--- src/rtl/wb_uart_fifo_top.sv ---
// Wishbone-slave UART with TX/RX FIFOs, runtime baud divisor, optional parity,
// sticky error flags and a registered level interrupt.

module wb_uart_fifo_buf #(
    parameter int unsigned p_DEPTH = 16
) (
    input  logic                     i_clk,
    input  logic                     i_srst,
    input  logic                     i_push,
    input  logic                     i_pop,
    input  logic [7:0]               iv_din,
    output logic [7:0]               ov_dout,
    output logic [$clog2(p_DEPTH):0] ov_count,
    output logic                     o_full,
    output logic                     o_empty
);
    localparam int unsigned AW = $clog2(p_DEPTH);

    logic [7:0]    mem [p_DEPTH];
    logic [AW-1:0] wr_ptr, rd_ptr;
    logic          wr_en, rd_en;

    assign o_empty = (ov_count == '0);
    assign o_full  = (ov_count == (AW+1)'(p_DEPTH));
    assign rd_en   = i_pop & ~o_empty;
    // a pop in the same cycle frees the slot, so a push on full still lands
    assign wr_en   = i_push & (~o_full | rd_en);
    assign ov_dout = mem[rd_ptr];

    always_ff @(posedge i_clk) begin
        if (wr_en) mem[wr_ptr] <= iv_din;
    end

    always_ff @(posedge i_clk) begin
        if (i_srst) begin
            wr_ptr   <= '0;
            rd_ptr   <= '0;
            ov_count <= '0;
        end else begin
            if (wr_en) wr_ptr <= wr_ptr + AW'(1);
            if (rd_en) rd_ptr <= rd_ptr + AW'(1);
            if (wr_en & ~rd_en)      ov_count <= ov_count + (AW+1)'(1);
            else if (rd_en & ~wr_en) ov_count <= ov_count - (AW+1)'(1);
        end
    end
endmodule

module wb_uart_fifo_top #(
    parameter int unsigned p_FDEPTH = 16,
    parameter int unsigned p_FREQ   = 50_000_000,
    parameter int unsigned p_BAUD   = 115200
) (
    input  logic        i_clk,
    input  logic        i_srst,
    input  logic [3:0]  iv_wbs_adr,
    input  logic [31:0] iv_wbs_dat,
    input  logic        i_wbs_we,
    input  logic        i_wbs_stb,
    input  logic [3:0]  iv_wbs_sel,
    input  logic        i_wbs_cyc,
    output logic [31:0] ov_wbs_dat,
    output logic        o_wbs_ack,
    input  logic        i_uart_rxd,
    output logic        o_uart_txd,
    output logic        o_irq
);
    localparam int unsigned CW      = $clog2(p_FDEPTH) + 1;
    localparam logic [15:0] DIV_RST = 16'(p_FREQ / p_BAUD);

    typedef enum logic [2:0] {TX_IDLE, TX_START, TX_DATA, TX_PAR, TX_STOP} tx_state_t;
    typedef enum logic [2:0] {RX_IDLE, RX_START, RX_DATA, RX_PAR, RX_STOP} rx_state_t;

    logic        wb_access, wr_data, rd_data, wr_ctrl, wr_err;
    logic [31:0] rd_mux;
    logic [15:0] div;
    logic        par_en, par_odd, ie_rxne, ie_txe, ie_err;
    logic [3:0]  err;

    logic [7:0]    tx_fifo_dout, rx_fifo_dout;
    logic [CW-1:0] tx_count, rx_count, tx_free;
    logic          tx_full, tx_fifo_empty, rx_full, rx_fifo_empty, rx_ne, rx_pop;

    tx_state_t   tx_state, tx_state_n;
    logic [15:0] tx_cnt, tx_div;
    logic [2:0]  tx_bitn;
    logic [7:0]  tx_shift;
    logic        tx_par_en, tx_par_bit, tx_bit_end, tx_load, tx_busy, tx_ovf_set;

    rx_state_t   rx_state, rx_state_n;
    logic [15:0] rx_cnt, rx_div;
    logic [2:0]  rx_bitn;
    logic [7:0]  rx_shift;
    logic        rxd_s1, rxd_s2, rxd_prev, rx_fall, rx_tick;
    logic        rx_par_en, rx_par_odd, rx_par_bit;
    logic        rx_push, rx_frame_err, rx_par_err, rx_ovf_set;

    logic unused_bits;
    assign unused_bits = ^{iv_wbs_sel, iv_wbs_adr[1:0], iv_wbs_dat[31:23], iv_wbs_dat[19:18]};

    assign wb_access = i_wbs_cyc & i_wbs_stb & ~o_wbs_ack;
    assign wr_data   = wb_access &  i_wbs_we & (iv_wbs_adr[3:2] == 2'd0);
    assign rd_data   = wb_access & ~i_wbs_we & (iv_wbs_adr[3:2] == 2'd0);
    assign wr_ctrl   = wb_access &  i_wbs_we & (iv_wbs_adr[3:2] == 2'd2);
    assign wr_err    = wb_access &  i_wbs_we & (iv_wbs_adr[3:2] == 2'd3);

    assign rx_ne      = ~rx_fifo_empty;
    assign rx_pop     = rd_data & rx_ne;
    assign tx_busy    = (tx_state != TX_IDLE);
    assign tx_free    = CW'(p_FDEPTH) - tx_count;
    assign tx_ovf_set = wr_data & tx_full & ~tx_load;
    assign rx_ovf_set = rx_push & rx_full & ~rx_pop;
    assign rx_fall    = rxd_prev & ~rxd_s2;

    wb_uart_fifo_buf #(.p_DEPTH(p_FDEPTH)) u_tx_fifo (
        .i_clk(i_clk), .i_srst(i_srst), .i_push(wr_data), .i_pop(tx_load),
        .iv_din(iv_wbs_dat[7:0]), .ov_dout(tx_fifo_dout), .ov_count(tx_count),
        .o_full(tx_full), .o_empty(tx_fifo_empty)
    );

    wb_uart_fifo_buf #(.p_DEPTH(p_FDEPTH)) u_rx_fifo (
        .i_clk(i_clk), .i_srst(i_srst), .i_push(rx_push), .i_pop(rd_data),
        .iv_din(rx_shift), .ov_dout(rx_fifo_dout), .ov_count(rx_count),
        .o_full(rx_full), .o_empty(rx_fifo_empty)
    );

    always_comb begin
        rd_mux = '0;
        case (iv_wbs_adr[3:2])
            2'd0:    rd_mux = {rx_ne, 23'd0, rx_ne ? rx_fifo_dout : 8'h00};
            2'd1:    rd_mux = {8'd0, 8'(tx_free), 8'(rx_count), 4'd0,
                               tx_busy, tx_fifo_empty, tx_full, rx_ne};
            2'd2:    rd_mux = {9'd0, ie_err, ie_txe, ie_rxne, 2'd0, par_odd, par_en, div};
            default: rd_mux = {28'd0, err};
        endcase
    end

    always_ff @(posedge i_clk) begin
        if (i_srst) begin
            o_wbs_ack  <= 1'b0;
            ov_wbs_dat <= '0;
            div        <= DIV_RST;
            {par_en, par_odd, ie_rxne, ie_txe, ie_err} <= '0;
            err        <= '0;
            o_irq      <= 1'b0;
        end else begin
            o_wbs_ack  <= wb_access;
            ov_wbs_dat <= (wb_access & ~i_wbs_we) ? rd_mux : '0;
            if (wr_ctrl) begin
                div     <= (iv_wbs_dat[15:0] < 16'd4) ? 16'd4 : iv_wbs_dat[15:0];
                par_en  <= iv_wbs_dat[16];
                par_odd <= iv_wbs_dat[17];
                ie_rxne <= iv_wbs_dat[20];
                ie_txe  <= iv_wbs_dat[21];
                ie_err  <= iv_wbs_dat[22];
            end
            err   <= (err & ~(wr_err ? iv_wbs_dat[3:0] : 4'd0))
                   | {tx_ovf_set, rx_par_err, rx_frame_err, rx_ovf_set};
            o_irq <= (ie_rxne & rx_ne) | (ie_txe & tx_fifo_empty & ~tx_busy) | (ie_err & |err);
        end
    end

    always_ff @(posedge i_clk) begin
        if (i_srst) tx_state <= TX_IDLE;
        else        tx_state <= tx_state_n;
    end

    // STOP reloads straight into START when data is waiting, so frames run back-to-back
    always_comb begin
        tx_state_n = tx_state;
        tx_load    = 1'b0;
        tx_bit_end = (tx_cnt == tx_div - 16'd1);
        case (tx_state)
            TX_IDLE:  tx_load = ~tx_fifo_empty;
            TX_START: if (tx_bit_end) tx_state_n = TX_DATA;
            TX_DATA:  if (tx_bit_end && tx_bitn == 3'd7) tx_state_n = tx_par_en ? TX_PAR : TX_STOP;
            TX_PAR:   if (tx_bit_end) tx_state_n = TX_STOP;
            TX_STOP:  if (tx_bit_end) begin
                          tx_state_n = TX_IDLE;
                          tx_load    = ~tx_fifo_empty;
                      end
            default:  tx_state_n = TX_IDLE;
        endcase
        if (tx_load) tx_state_n = TX_START;
    end

    always_ff @(posedge i_clk) begin
        if (i_srst) begin
            tx_cnt     <= '0;
            tx_div     <= DIV_RST;
            tx_bitn    <= '0;
            tx_shift   <= '0;
            tx_par_en  <= 1'b0;
            tx_par_bit <= 1'b0;
            o_uart_txd <= 1'b1;
        end else begin
            if (tx_load) begin
                tx_cnt     <= '0;
                tx_bitn    <= '0;
                tx_shift   <= tx_fifo_dout;
                tx_div     <= div;
                tx_par_en  <= par_en;
                tx_par_bit <= ^tx_fifo_dout ^ par_odd;
            end else if (tx_state != TX_IDLE) begin
                if (tx_bit_end) begin
                    tx_cnt <= '0;
                    if (tx_state == TX_DATA) begin
                        tx_bitn  <= tx_bitn + 3'd1;
                        tx_shift <= {1'b0, tx_shift[7:1]};
                    end
                end else begin
                    tx_cnt <= tx_cnt + 16'd1;
                end
            end
            case (tx_state)
                TX_START: o_uart_txd <= 1'b0;
                TX_DATA:  o_uart_txd <= tx_shift[0];
                TX_PAR:   o_uart_txd <= tx_par_bit;
                default:  o_uart_txd <= 1'b1;
            endcase
        end
    end

    always_ff @(posedge i_clk) begin
        if (i_srst) begin
            rxd_s1   <= 1'b1;
            rxd_s2   <= 1'b1;
            rxd_prev <= 1'b1;
            rx_state <= RX_IDLE;
        end else begin
            rxd_s1   <= i_uart_rxd;
            rxd_s2   <= rxd_s1;
            rxd_prev <= rxd_s2;
            rx_state <= rx_state_n;
        end
    end

    // start bit is checked at half period; every later bit a full period after that
    always_comb begin
        rx_state_n   = rx_state;
        rx_push      = 1'b0;
        rx_frame_err = 1'b0;
        rx_par_err   = 1'b0;
        rx_tick      = (rx_state == RX_START) ? (rx_cnt == {1'b0, rx_div[15:1]} - 16'd1)
                                              : (rx_cnt == rx_div - 16'd1);
        case (rx_state)
            RX_IDLE:  if (rx_fall) rx_state_n = RX_START;
            RX_START: if (rx_tick) rx_state_n = rxd_s2 ? RX_IDLE : RX_DATA;
            RX_DATA:  if (rx_tick && rx_bitn == 3'd7) rx_state_n = rx_par_en ? RX_PAR : RX_STOP;
            RX_PAR:   if (rx_tick) rx_state_n = RX_STOP;
            RX_STOP:  if (rx_tick) begin
                          rx_state_n = RX_IDLE;
                          if (!rxd_s2)
                              rx_frame_err = 1'b1;
                          else if (rx_par_en && (rx_par_bit != (^rx_shift ^ rx_par_odd)))
                              rx_par_err = 1'b1;
                          else
                              rx_push = 1'b1;
                      end
            default:  rx_state_n = RX_IDLE;
        endcase
    end

    always_ff @(posedge i_clk) begin
        if (i_srst) begin
            rx_cnt     <= '0;
            rx_div     <= DIV_RST;
            rx_bitn    <= '0;
            rx_shift   <= '0;
            rx_par_en  <= 1'b0;
            rx_par_odd <= 1'b0;
            rx_par_bit <= 1'b0;
        end else if (rx_state == RX_IDLE) begin
            rx_cnt  <= '0;
            rx_bitn <= '0;
            if (rx_fall) begin
                rx_div     <= div;
                rx_par_en  <= par_en;
                rx_par_odd <= par_odd;
            end
        end else if (rx_tick) begin
            rx_cnt <= '0;
            if (rx_state == RX_DATA) begin
                rx_bitn  <= rx_bitn + 3'd1;
                rx_shift <= {rxd_s2, rx_shift[7:1]};
            end
            if (rx_state == RX_PAR) rx_par_bit <= rxd_s2;
        end else begin
            rx_cnt <= rx_cnt + 16'd1;
        end
    end
endmodule

--- config.mk ---
export PLATFORM = sky130hd
export DESIGN_NAME = wb_uart_fifo_top
export DESIGN_NICKNAME = d
export VERILOG_FILES = /design/src/rtl/wb_uart_fifo_top.sv
export SDC_FILE = /design/constraint.sdc
export NUM_CORES = 1
export LEC_CHECK = 0
export CORE_MARGIN = 5
export CORE_UTILIZATION = 55
export CTS_BUF_LIST = sky130_fd_sc_hd__clkbuf_8
export DETAILED_ROUTE_END_ITERATION = 8
export HOLD_SLACK_MARGIN = 0.06
export PLACE_DENSITY = 0.73
export SLEW_MARGIN = 40
export SYNTH_ARGS = -nofsm -noshare
export SYNTH_HDL_FRONTEND = slang
export SYNTH_SLANG_ARGS = --single-unit
--- constraint.sdc ---
create_clock -name i_clk -period 6.3 [get_ports i_clk]
set_input_delay 1.26 -clock i_clk [delete_from_list [all_inputs] [get_ports i_clk]]
set_output_delay 1.26 -clock i_clk [all_outputs]
set_load 0.01 [all_outputs]
## Word-level counts from Yosys, hierarchy flattened

Memories as Yosys holds them, arrays and structs flattened. A register that Yosys moved wholly into a read port is not among the register bits.
Cells that the tools add are included.

- Register bits: 186
- Bits in writable memories: 256
- Bits of input ports: 46
- Output and inout port bits: 35
- Memories kept: 2

- Add/subtract/negate cells: 16
- Order comparisons: 1
- Eq/ne operators: 33
- Multiplexer cells: 51
- Bitwise logic cells: 50
- Reductions and logical operators: 30

Memories:

| name | words | width | read ports | clocked after Yosys merged registers in | write ports | RTL line | RTL |
|---|---|---|---|---|---|---|---|
| u_rx_fifo.mem | 16 | 8 | 1 | 1 | 1 | 19 | `logic [7:0] mem [p_DEPTH];` |
| u_tx_fifo.mem | 16 | 8 | 1 | 1 | 1 | 19 |  |

Operators by type and width:

| kind | number |
|---|---|
| 32-bit one-hot mux with 3 select lines | 1 |
| 16-bit equality test | 3 |
| 8-bit two-way mux | 5 |
| 3-bit two-way mux | 11 |
| 16-bit by 1-bit adder with 16-bit output (second input constant) | 2 |
| 16-bit two-way mux | 2 |
| 16-bit by 1-bit subtractor with 16-bit output (second input constant) | 2 |
| 3-bit one-hot mux with 5 select lines | 2 |
| 1-bit bitwise AND | 25 |
| 4-bit two-way mux | 5 |
| 5-bit two-way mux | 4 |
| 2-bit inequality test (second input constant) | 10 |
| 1-bit two-way mux | 18 |
| 4-bit by 1-bit adder with 4-bit output (second input constant) | 4 |
| 16-bit by 3-bit < comparator with 1-bit output (second input constant) | 1 |
| 1-bit inverter | 16 |
| 8-bit XOR reduction | 2 |
| 15-bit by 1-bit subtractor with 16-bit output (second input constant) | 1 |
| 5-bit AND reduction | 3 |
| 3-bit by 2-bit equality test with 1-bit output (second input constant) | 4 |
| 3-bit equality test (second input constant) | 4 |
| 3-bit inequality test (second input constant) | 4 |
| 3-bit AND reduction | 4 |
| 5-bit by 1-bit adder with 5-bit output (second input constant) | 2 |
| other kinds (26) | 46 |

## Longest topological paths before layout

Gate-level depths: netlist of the first run.

- Depth after elaboration: 13
- Depth in mapped cells: 23
- Depth with buffers taken out: 20

## Hierarchy

From an unflattened synthesis of the first run, not the netlist that was laid out.

- Cells, all modules: 1593
- Area, all modules: 19748.9 µm²

By module, submodules not included:

| module | times used | cells each | area each (µm²) | sequential area each (µm²) |
|---|---|---|---|---|
| wb_uart_fifo_top | 1 | 970 | 8182.8 | 3042.9 |
| wb_uart_fifo_buf at u_tx_fifo | 1 | 312 | 5794.3 | 4184.0 |
| wb_uart_fifo_buf at u_rx_fifo | 1 | 311 | 5771.8 | 4184.0 |

## Worst setup path before layout of the first run

OpenSTA, ideal clock, no wires.

- Path kind: register to register
- Start: register rx_state[0]
- End: register u_rx_fifo.ov_count[4]
- Setup time: 70 ps
- Data arrival time: 5251 ps
- Path slack: 978 ps
- Cell stages (with the launch flop): 21
- Buffers on the path: 3
- Path through: dfxtp_1 > buf_2 > or3b_4 > buf_6 > buf_2 > a21oi_1 > ha_1 > nor4b_1 > a31oi_1 > o41ai_1 > xor2_1 > or4_4 > nor4_4 > ha_1 > inv_1 > fa_1 > a21o_1 > a21oi_1 > xnor2_1 > or3_1 > a21oi_1

- Cells in the longest elaborated chain, start to end: 8
- Elaborated cells between the ends (all ways): 11
- Those cells by class: eq/ne (2); mux (4); bitwise (4); reduce/logical (1)

Ends and longest elaborated chain:

| item | RTL line | RTL |
|---|---|---|
| start: declaration | 89 | `rx_state_t rx_state, rx_state_n;` |
| start signal: assignment | 233 | `rx_state <= rx_state_n;` |
| 3-bit by 1-bit equality test with 1-bit output | 243 | `rx_tick = (rx_state == RX_START) ? (rx_cnt == {1'b0, rx_div[15:1]} - 16'd1)` |
| 1-bit two-way mux | 243 |  |
| 1-bit two-way mux | 250 | `RX_STOP: if (rx_tick) begin` |
| 1-bit two-way mux (*) | 245 | `case (rx_state)` |
| 1-bit bitwise AND (*) | 27 | `assign wr_en = i_push & (~o_full \| rd_en);` |
| via u_rx_fifo.wr_en | 21 | `logic wr_en, rd_en;` |
| 1-bit inverter | 43 | `else if (rd_en & ~wr_en) ov_count <= ov_count - (AW+1)'(1);` |
| 1-bit bitwise AND | 43 |  |
| 2-bit nonzero test (no source line) | n/a |  |
| end signal: assignment | 42 | `if (wr_en & ~rd_en) ov_count <= ov_count + (AW+1)'(1);` |
| end signal: assignment | 43 |  |
| end: declaration | 13 | `output logic [$clog2(p_DEPTH):0] ov_count,` |

Mark *: on every way through the listed nets, which the timed path passes. The rest lies on a longest branch.
A chain may end at the register's enable or synchronous reset.

## Worst setup path after layout of the first run

Same ends and word-level chain as after synthesis.

==> summary.md, run 1 <==
| Metric | Value |
|---|---|
| Via count | `12.2k` |
| Adder-Cell Fraction of Synth Area | `0.0211` |
| RR Endpoint | `u_rx_fifo.ov_count[4]` |
| Crit path largest cell delay | `0.62 ns` |
| Worst-Skew Late Latency | `0.61 ns` |
| Die ar. | `38600 um^2` |
| Final non-filler cell total | `2105` |
| Most instantiated cells after synthesis | `edfxtp_1 (256), dfxtp_1 (186), nor2_1 (165)` |
| Tcrit/Tclk final | `0.865` |
| Port bufs | `55` |
| Most frequent cell after synthesis | `edfxtp_1` |
| Yosys Warn Count | `0` |
| Total grt overflow | `0` |
| Max IR drop VDD | `210 uV` |
| Largest family of logic cells by synthesized area | `simple AND/OR/NAND/NOR gates` |
| Synth top area share | `0.402` |
| Final net count | `1675` |
| H-tree depth | `3` |
| Slowest CP cell | `o41ai_1` |
| Worst relative slew slack | `0.440` |
| Antenna Cells | `0` |
| Worst Path Required | `6.83 ns` |
| CP endpoint kind | `flip-flop` |
| Postcts setup bufs | `0` |
| Core ar. | `34500 um^2` |
| Reg2reg path depth | `17` |
| Rows | `68` |
| Yosys reg bits | `442` |
| Dpl cells | `1979` |
| Vias in the first global route | `11.9k` |
| Clock Skew | `0.0287 ns` |
| Sum of negative setup slack | `0 ns` |
| Multiplexer share of the synthesized area | `0.107` |
| Dpl ws | `0.614 ns` |
| WL final | `40900 um` |
| CP Class | `reg2reg` |
| Drt wl/cell | `19.4 um` |
| Post-layout min period | `5.45 ns` |
| Worst Setup SP | `rx_state[0]` |
| Status | `complete, no violations` |
| Flop2flop setup slack | `0.85 ns` |
| Primary FF master, synth | `edfxtp_1` |
| TritonCTS clock tree | `built` |
| Xor-xnor portion of the synthesized cell area | `0.0495` |
| Synth Cell Area | `19100 um^2` |
| P_leak | `7.39 nW` |
| Final Util | `0.624` |
| Via density | `5.77` |
| Initial Util | `0.555` |
| Compound-Gate Fraction of Synth Area | `0.0686` |
| Max_cap viols | `0` |
| CP endpoint | `u_rx_fifo.ov_count[4]` |
| Design Power | `6.90 mW` |
| Gr usage total | `0.212` |
| CTS buffer count | `72` |
| DPL Wire Length | `27500 um` |
| Final antenna-violating net count | `0` |
| First-pass GRT wire length | `64600 um` |
| Die Span X | `196 um` |
| Filler cell count | `2619` |
| Final hold violation count | `0` |
| Drt pass-1 iters | `6` |
| Yosys cell types | `73` |
| Die Ht | `196 um` |
| EDFF count, synth | `256` |
| Async set-reset flop share out of synthesis | `0` |
| RSZ-0062 raised after global routing | `false` |
| Max Slew Vio Count | `0` |
| Clock transition at path regs | `0.06 ns` |
| Seq/Total Area, Yosys | `0.597` |
| Worst Path Max Fanout | `21` |
| Initial DRC count | `944` |
| Largest net degree at the start of global routing | `85` |
| Clock Root Buffer | `clkbuf_8` |
| Worst setup SP type | `flip-flop` |
| CP arrival | `5.99 ns` |
| Power Dens Cells | `321 nW/um^2` |
| Post-synthesis simple-gate area fraction | `0.128` |
| Post-synth top area cell | `edfxtp_1` |
| Antenna violations before repair | `2` |
| Syn-to-layout area delta | `12.4%` |
| Share of layout cells above drive strength 1 | `0.142` |
| Crit-path cells | `or3b_4 > a21oi_1 > ha_1 > nor4b_2 > a31oi_1 > o41ai_1 > xor2_1 > or4_4 > nor4_4 > ha_1 > inv_1 > fa_1 > a21o_1 > a21oi_1 > xnor2_1 > or3_1 > a21oi_1` |
| I/O pins | `81` |
| CTS Sinks | `442` |
| Critical path's most frequent cell | `a21oi_1` |
| Routability cong. | `0.876` |
| Post_cts resized | `0` |
| Worst Slack Setup Final | `0.849 ns` |
| Drc violations | `0` |
| Hold_buf cts | `0` |
| Cells after synthesis | `1531` |
| Worst-margin pin slew | `0.837 ns` |
| Upper clock frequency limit | `0.183 GHz` |
| Final setup viols | `0` |
| Reg2Reg Launch Point | `rx_state[0]` |
| Hold Crit Class | `reg2reg` |
| Maximum clock path buffer count | `3` |
| Syn Area/Cell | `12.5 um^2` |
| Area contributors post-synth | `edfxtp_1 (40%), dfxtp_1 (19%), mux4_2 (7.9%)` |
worst max-delay path: cells and delay by family (launching register included):
| kind | cells | cell delay, ns |
|---|---|---|
| AOI/OAI and AO/OA | 6 | 1.46 |
| DFF | 1 | 0.48 |
| xor gates and xnor gates | 2 | 0.23 |
| buffers and inverters | 1 | 0.11 |
| and+or+nand+nor | 5 | 2.22 |
| adders and majority gates | 3 | 0.89 |
per-stage QoR:
step,instance area [um^2],hold slack (ns)
after floorplan,19200,0.389
after global placement,20100,0.394
after detailed placement,20100,0.398
after CTS,21500,0.427
after global routing,21500,0.445
final,21500,0.420
worst min path at each step:
| stage | start | endpoint | slack [ns] | cells after the start |
|---|---|---|---|---|
| detailed placement | rxd_s1 | rxd_s2 | 0.40 | 1 |
| global placement | rxd_s1 | rxd_s2 | 0.39 | 1 |
| finish | rxd_s1 | rxd_s2 | 0.42 | 1 |
| global route | rxd_s1 | rxd_s2 | 0.45 | 1 |
| CTS | rxd_s1 | rxd_s2 | 0.43 | 1 |
| floorplan | rxd_s1 | rxd_s2 | 0.39 | 1 |
per-layer routing:
layer | track usage | vias to the layer above | routed length (um)
li1 | - | 5762 | -
met1 | 0.291 | 6005 | 18200
met2 | 0.342 | 323 | 19500
met4 | 0.0690 | 2 | 939
met5 | 0 | - | 15
met3 | 0.0432 | 62 | 2270
final cells by class:
type / count / area [um^2] / share of cell area
flip-flops and latches: 442 / 11400 / 0.531
multi-input cells: 969 / 7250 / 0.337
clock buffers: 84 / 1160 / 0.0538
repair buffers: 81 / 747 / 0.0348
well taps: 455 / 569 / 0.0265
clock inverters: 42 / 234 / 0.0109
inverters: 32 / 120 / 0.00559
state kept, by name, summed over array words and instances (netlist names), 16 cells and up, named ones only:
name / cells
rx_cnt: 16
rx_div: 16
tx_cnt: 16
div: 16
tx_div: 16
u_tx_fifo.mem: 128
u_rx_fifo.mem: 128
ov_wbs_dat: 24
cells in the final DEF (no fill, tap or decap), types with 8 or more instances in the layout:
master and count:
edfxtp_1 256, nor4_1 12, nor2b_1 17, clkinv_2 9, nor3_1 24, conb_1 8
a21oi_1 72, dfxtp_1 184, mux2i_1 48, or3_1 13, a211oi_1 10, nand4_1 13
a31oi_1 11, ha_1 29, o21ai_0 18, clkdlybuf4s50_1 54, a211o_1 10, inv_1 53
and3_1 25, nand2_1 136, nand3_1 30, nor2_1 158, a22oi_1 26, a221oi_1 8
nand2b_1 9, buf_4 26, clkbuf_8 84, xnor2_1 55, xor2_1 53, nand3b_1 13
mux4_2 67
cells by family after synthesis:
group,count (synthesis)
AO/OA/AOI/OAI,199
XOR/XNOR,108
adder cells (fa/ha/maj),31
buffers and inverters,127
flip-flops,442
multiplexers,120
other,1
AND/OR/NAND/NOR,503
power breakdown:
group	total, mW	switching [mW]	internal (mW)
combinational	1.27	0.697	0.573
clock	2.39	1.09	1.29
sequential	3.25	0.118	3.13
total	6.90	1.91	5.00
Power figures use the tool's default switching activity.
==> run 2: changes to the inputs <==
--- a/config.mk
+++ b/config.mk
@@ -5,7 +5,8 @@
 export SDC_FILE = /design/constraint.sdc
 export NUM_CORES = 1
 export LEC_CHECK = 0
-export CORE_MARGIN = 5
+export CAP_MARGIN = 10
+export CORE_MARGIN = 2
 export CORE_UTILIZATION = 55
 export CTS_BUF_LIST = sky130_fd_sc_hd__clkbuf_8
 export DETAILED_ROUTE_END_ITERATION = 8
==> summary.md, run 2 (synthesized netlist as in run 1, its figures left out) <==
| Metric | Value |
|---|---|
| Gr usage total | `0.234 (was 0.212)` |
| Total grt overflow | `0 (unchanged)` |
| Max IR drop VDD | `273 uV (was 210 uV)` |
| Worst-margin pin slew | `0.841 ns (was 0.837 ns)` |
| Post-layout min period | `5.76 ns (was 5.45 ns)` |
| Worst setup SP type | `flip-flop (unchanged)` |
| Design Power | `6.94 mW (was 6.90 mW)` |
| Reg2reg path depth | `17 (unchanged)` |
| Sum of negative setup slack | `0 ns (unchanged)` |
| Slowest CP cell | `o41ai_1 (unchanged)` |
| H-tree depth | `3 (unchanged)` |
| Largest regs | `u_rx_fifo.mem x128, u_tx_fifo.mem x128, ov_wbs_dat x24 (unchanged)` |
| Die Span X | `190 um (was 196 um)` |
| Clock Root Buffer | `clkbuf_8 (unchanged)` |
| Hold Startpoint | `rxd_s1 (unchanged)` |
| Tcrit/Tclk final | `0.915 (was 0.865)` |
| DPL Wire Length | `27400 um (was 27500 um)` |
| Upper clock frequency limit | `0.174 GHz (was 0.183 GHz)` |
| WL final | `41400 um (was 40900 um)` |
| Crit-path cells | `or3b_4 > a21oi_1 > ha_1 > nor4b_2 > a31oi_1 > o41ai_1 > xor2_1 > or4_4 > nor4_4 > ha_1 > inv_1 > fa_1 > a21o_1 > a21oi_1 > xnor2_1 > or3_1 > a21oi_1 (unchanged)` |
| Crit path largest cell delay | `0.58 ns (was 0.62 ns)` |
| Clock transition at path regs | `0.06 ns (about the same)` |
| Via density | `5.77 (about the same)` |
| Die Ht | `190 um (was 196 um)` |
| RR Endpoint | `u_rx_fifo.ov_count[4] (unchanged)` |
| Rows | `68 (unchanged)` |
| Via count | `12.2k (about the same)` |
| Status | `complete, no violations (unchanged)` |
| Port bufs | `55 (unchanged)` |
| RSZ-0062 raised after global routing | `false (unchanged)` |
| Final hold violation count | `0 (unchanged)` |
| Power Dens Cells | `323 nW/um^2 (was 321 nW/um^2)` |
| Share of layout cells above drive strength 1 | `0.138 (was 0.142)` |
| Syn-to-layout area delta | `12.5% (was 12.4%)` |
| Filler cell count | `2643 (was 2619)` |
| I/O pins | `81 (unchanged)` |
| Most frequent cells in the layout | `edfxtp_1 (256), dfxtp_1 (184), nor2_1 (161) (was edfxtp_1 (256), dfxtp_1 (184), nor2_1 (158))` |
| Worst hold path depth | `1 (unchanged)` |
| Worst Path Max Fanout | `21 (unchanged)` |
| TritonCTS clock tree | `built (unchanged)` |
| Reg2Reg Launch Point | `rx_state[0] (unchanged)` |
| Final antenna-violating net count | `0 (unchanged)` |
| CP Class | `reg2reg (unchanged)` |
| CP endpoint kind | `flip-flop (unchanged)` |
| Kind of cell adding the most delay to the critical path | `simple AND/OR/NAND/NOR gates (unchanged)` |
| FF+latch area | `11400 um^2 (unchanged)` |
| Post_cts resized | `0 (unchanged)` |
| Die ar. | `36300 um^2 (was 38600 um^2)` |
| Worst relative slew slack | `0.437 (was 0.440)` |
| Final setup viols | `0 (unchanged)` |
| Worst Path Required | `6.82 ns (was 6.83 ns)` |
| Hold_buf cts | `0 (unchanged)` |
| CTS Sinks | `442 (unchanged)` |
| Antenna violations before repair | `2 (unchanged)` |
| Max Slew Vio Count | `0 (unchanged)` |
| Max_cap viols | `0 (unchanged)` |
| Drt pass-1 iters | `5 (was 6)` |
| Commonest non-fill, non-tap cell in the layout | `edfxtp_1 (unchanged)` |
| Vias in the first global route | `12.0k (was 11.9k)` |
| CTS buffer count | `72 (unchanged)` |
| First-pass GRT wire length | `65400 um (was 64600 um)` |
| Critical path's most frequent cell | `a21oi_1 (unchanged)` |
| Maximum clock path buffer count | `3 (unchanged)` |
| Hold Crit Class | `reg2reg (unchanged)` |
| Routability cong. | `0.882 (was 0.876)` |
| P_leak | `7.43 nW (was 7.39 nW)` |
| Core ar. | `34400 um^2 (was 34500 um^2)` |
| Initial Util | `0.556 (was 0.555)` |
| Area of the multi-input gates | `7250 um^2 (about the same)` |
| Drc violations | `0 (unchanged)` |
| Hold path endpoint | `rxd_s2 (unchanged)` |
| Worst-Skew Late Latency | `0.61 ns (about the same)` |
| Largest net degree at the start of global routing | `68 (was 85)` |
| Drt wl/cell | `19.6 um (was 19.4 um)` |
| Flop2flop setup slack | `0.54 ns (was 0.85 ns)` |
| Final net count | `1674 (was 1675)` |
| CP arrival | `6.28 ns (was 5.99 ns)` |
| Initial DRC count | `909 (was 944)` |
| Postcts setup bufs | `0 (unchanged)` |
| CP Buf/Inv Count | `1 (unchanged)` |
| Clock Skew | `0.0301 ns (was 0.0287 ns)` |
-- run 2: worst max-delay path by stage --
stage | from | end | slack [ns] | cells past startpoint
after floorplan | rx_state[0] | u_rx_fifo.ov_count[4] | 0.98 | 20
after global placement | rx_state[0] | u_rx_fifo.ov_count[4] | 0.55 | 17
after detailed placement | rx_state[0] | u_rx_fifo.ov_count[4] | 0.38 | 17
after CTS | rx_state[0] | u_rx_fifo.ov_count[4] | 0.34 | 17
after global routing | rx_state[0] | u_rx_fifo.ov_count[4] | 0.23 | 18
final | rx_state[0] | u_rx_fifo.ov_count[4] | 0.54 | 17
-- run 2: layout make-up --
class,instances,area share
flip-flops and latches,442,0.531
multi-input cells,969,0.337
clock buffers,81,0.0518
repair buffers,80,0.0340
well taps,455,0.0265
clock inverters,50,0.0143
inverters,32,0.00558
diodes,2,0.000233
-- run 2: routing by layer --
metal  vias to the layer above  share of wire  track usage  wire [um]
met5                         -              0            0          0
met4                         0          0.030       0.0918       1250
met3                        84          0.056       0.0478       2320
met2                       310           0.48        0.377      19700
met1                      6012           0.44        0.314      18100
li1                       5767              -            -          -
-- run 2: through the flow --
step | setup slack [ns] | cell area [um^2] | hold WS (ns) | util | std cells
2_1_floorplan | 0.978 | 19200 | 0.389 | - | 1538
3_3_place_gp | 0.552 | 20000 | 0.395 | 0.583 | 1978
3_5_place_dp | 0.384 | 20100 | 0.408 | 0.584 | 1978
4_1_cts | 0.342 | 21500 | 0.421 | 0.625 | 2109
5_1_grt | 0.230 | 21500 | 0.441 | 0.626 | 2110
6_report | 0.538 | 21500 | 0.417 | 0.626 | 2111
-- run 2: where the power goes --
part | internal (mW) | switching [mW] | total, mW
logic | 0.572 | 0.711 | 1.28
registers | 3.13 | 0.109 | 3.24
clock network | 1.31 | 1.11 | 2.42
total | 5.01 | 1.93 | 6.94
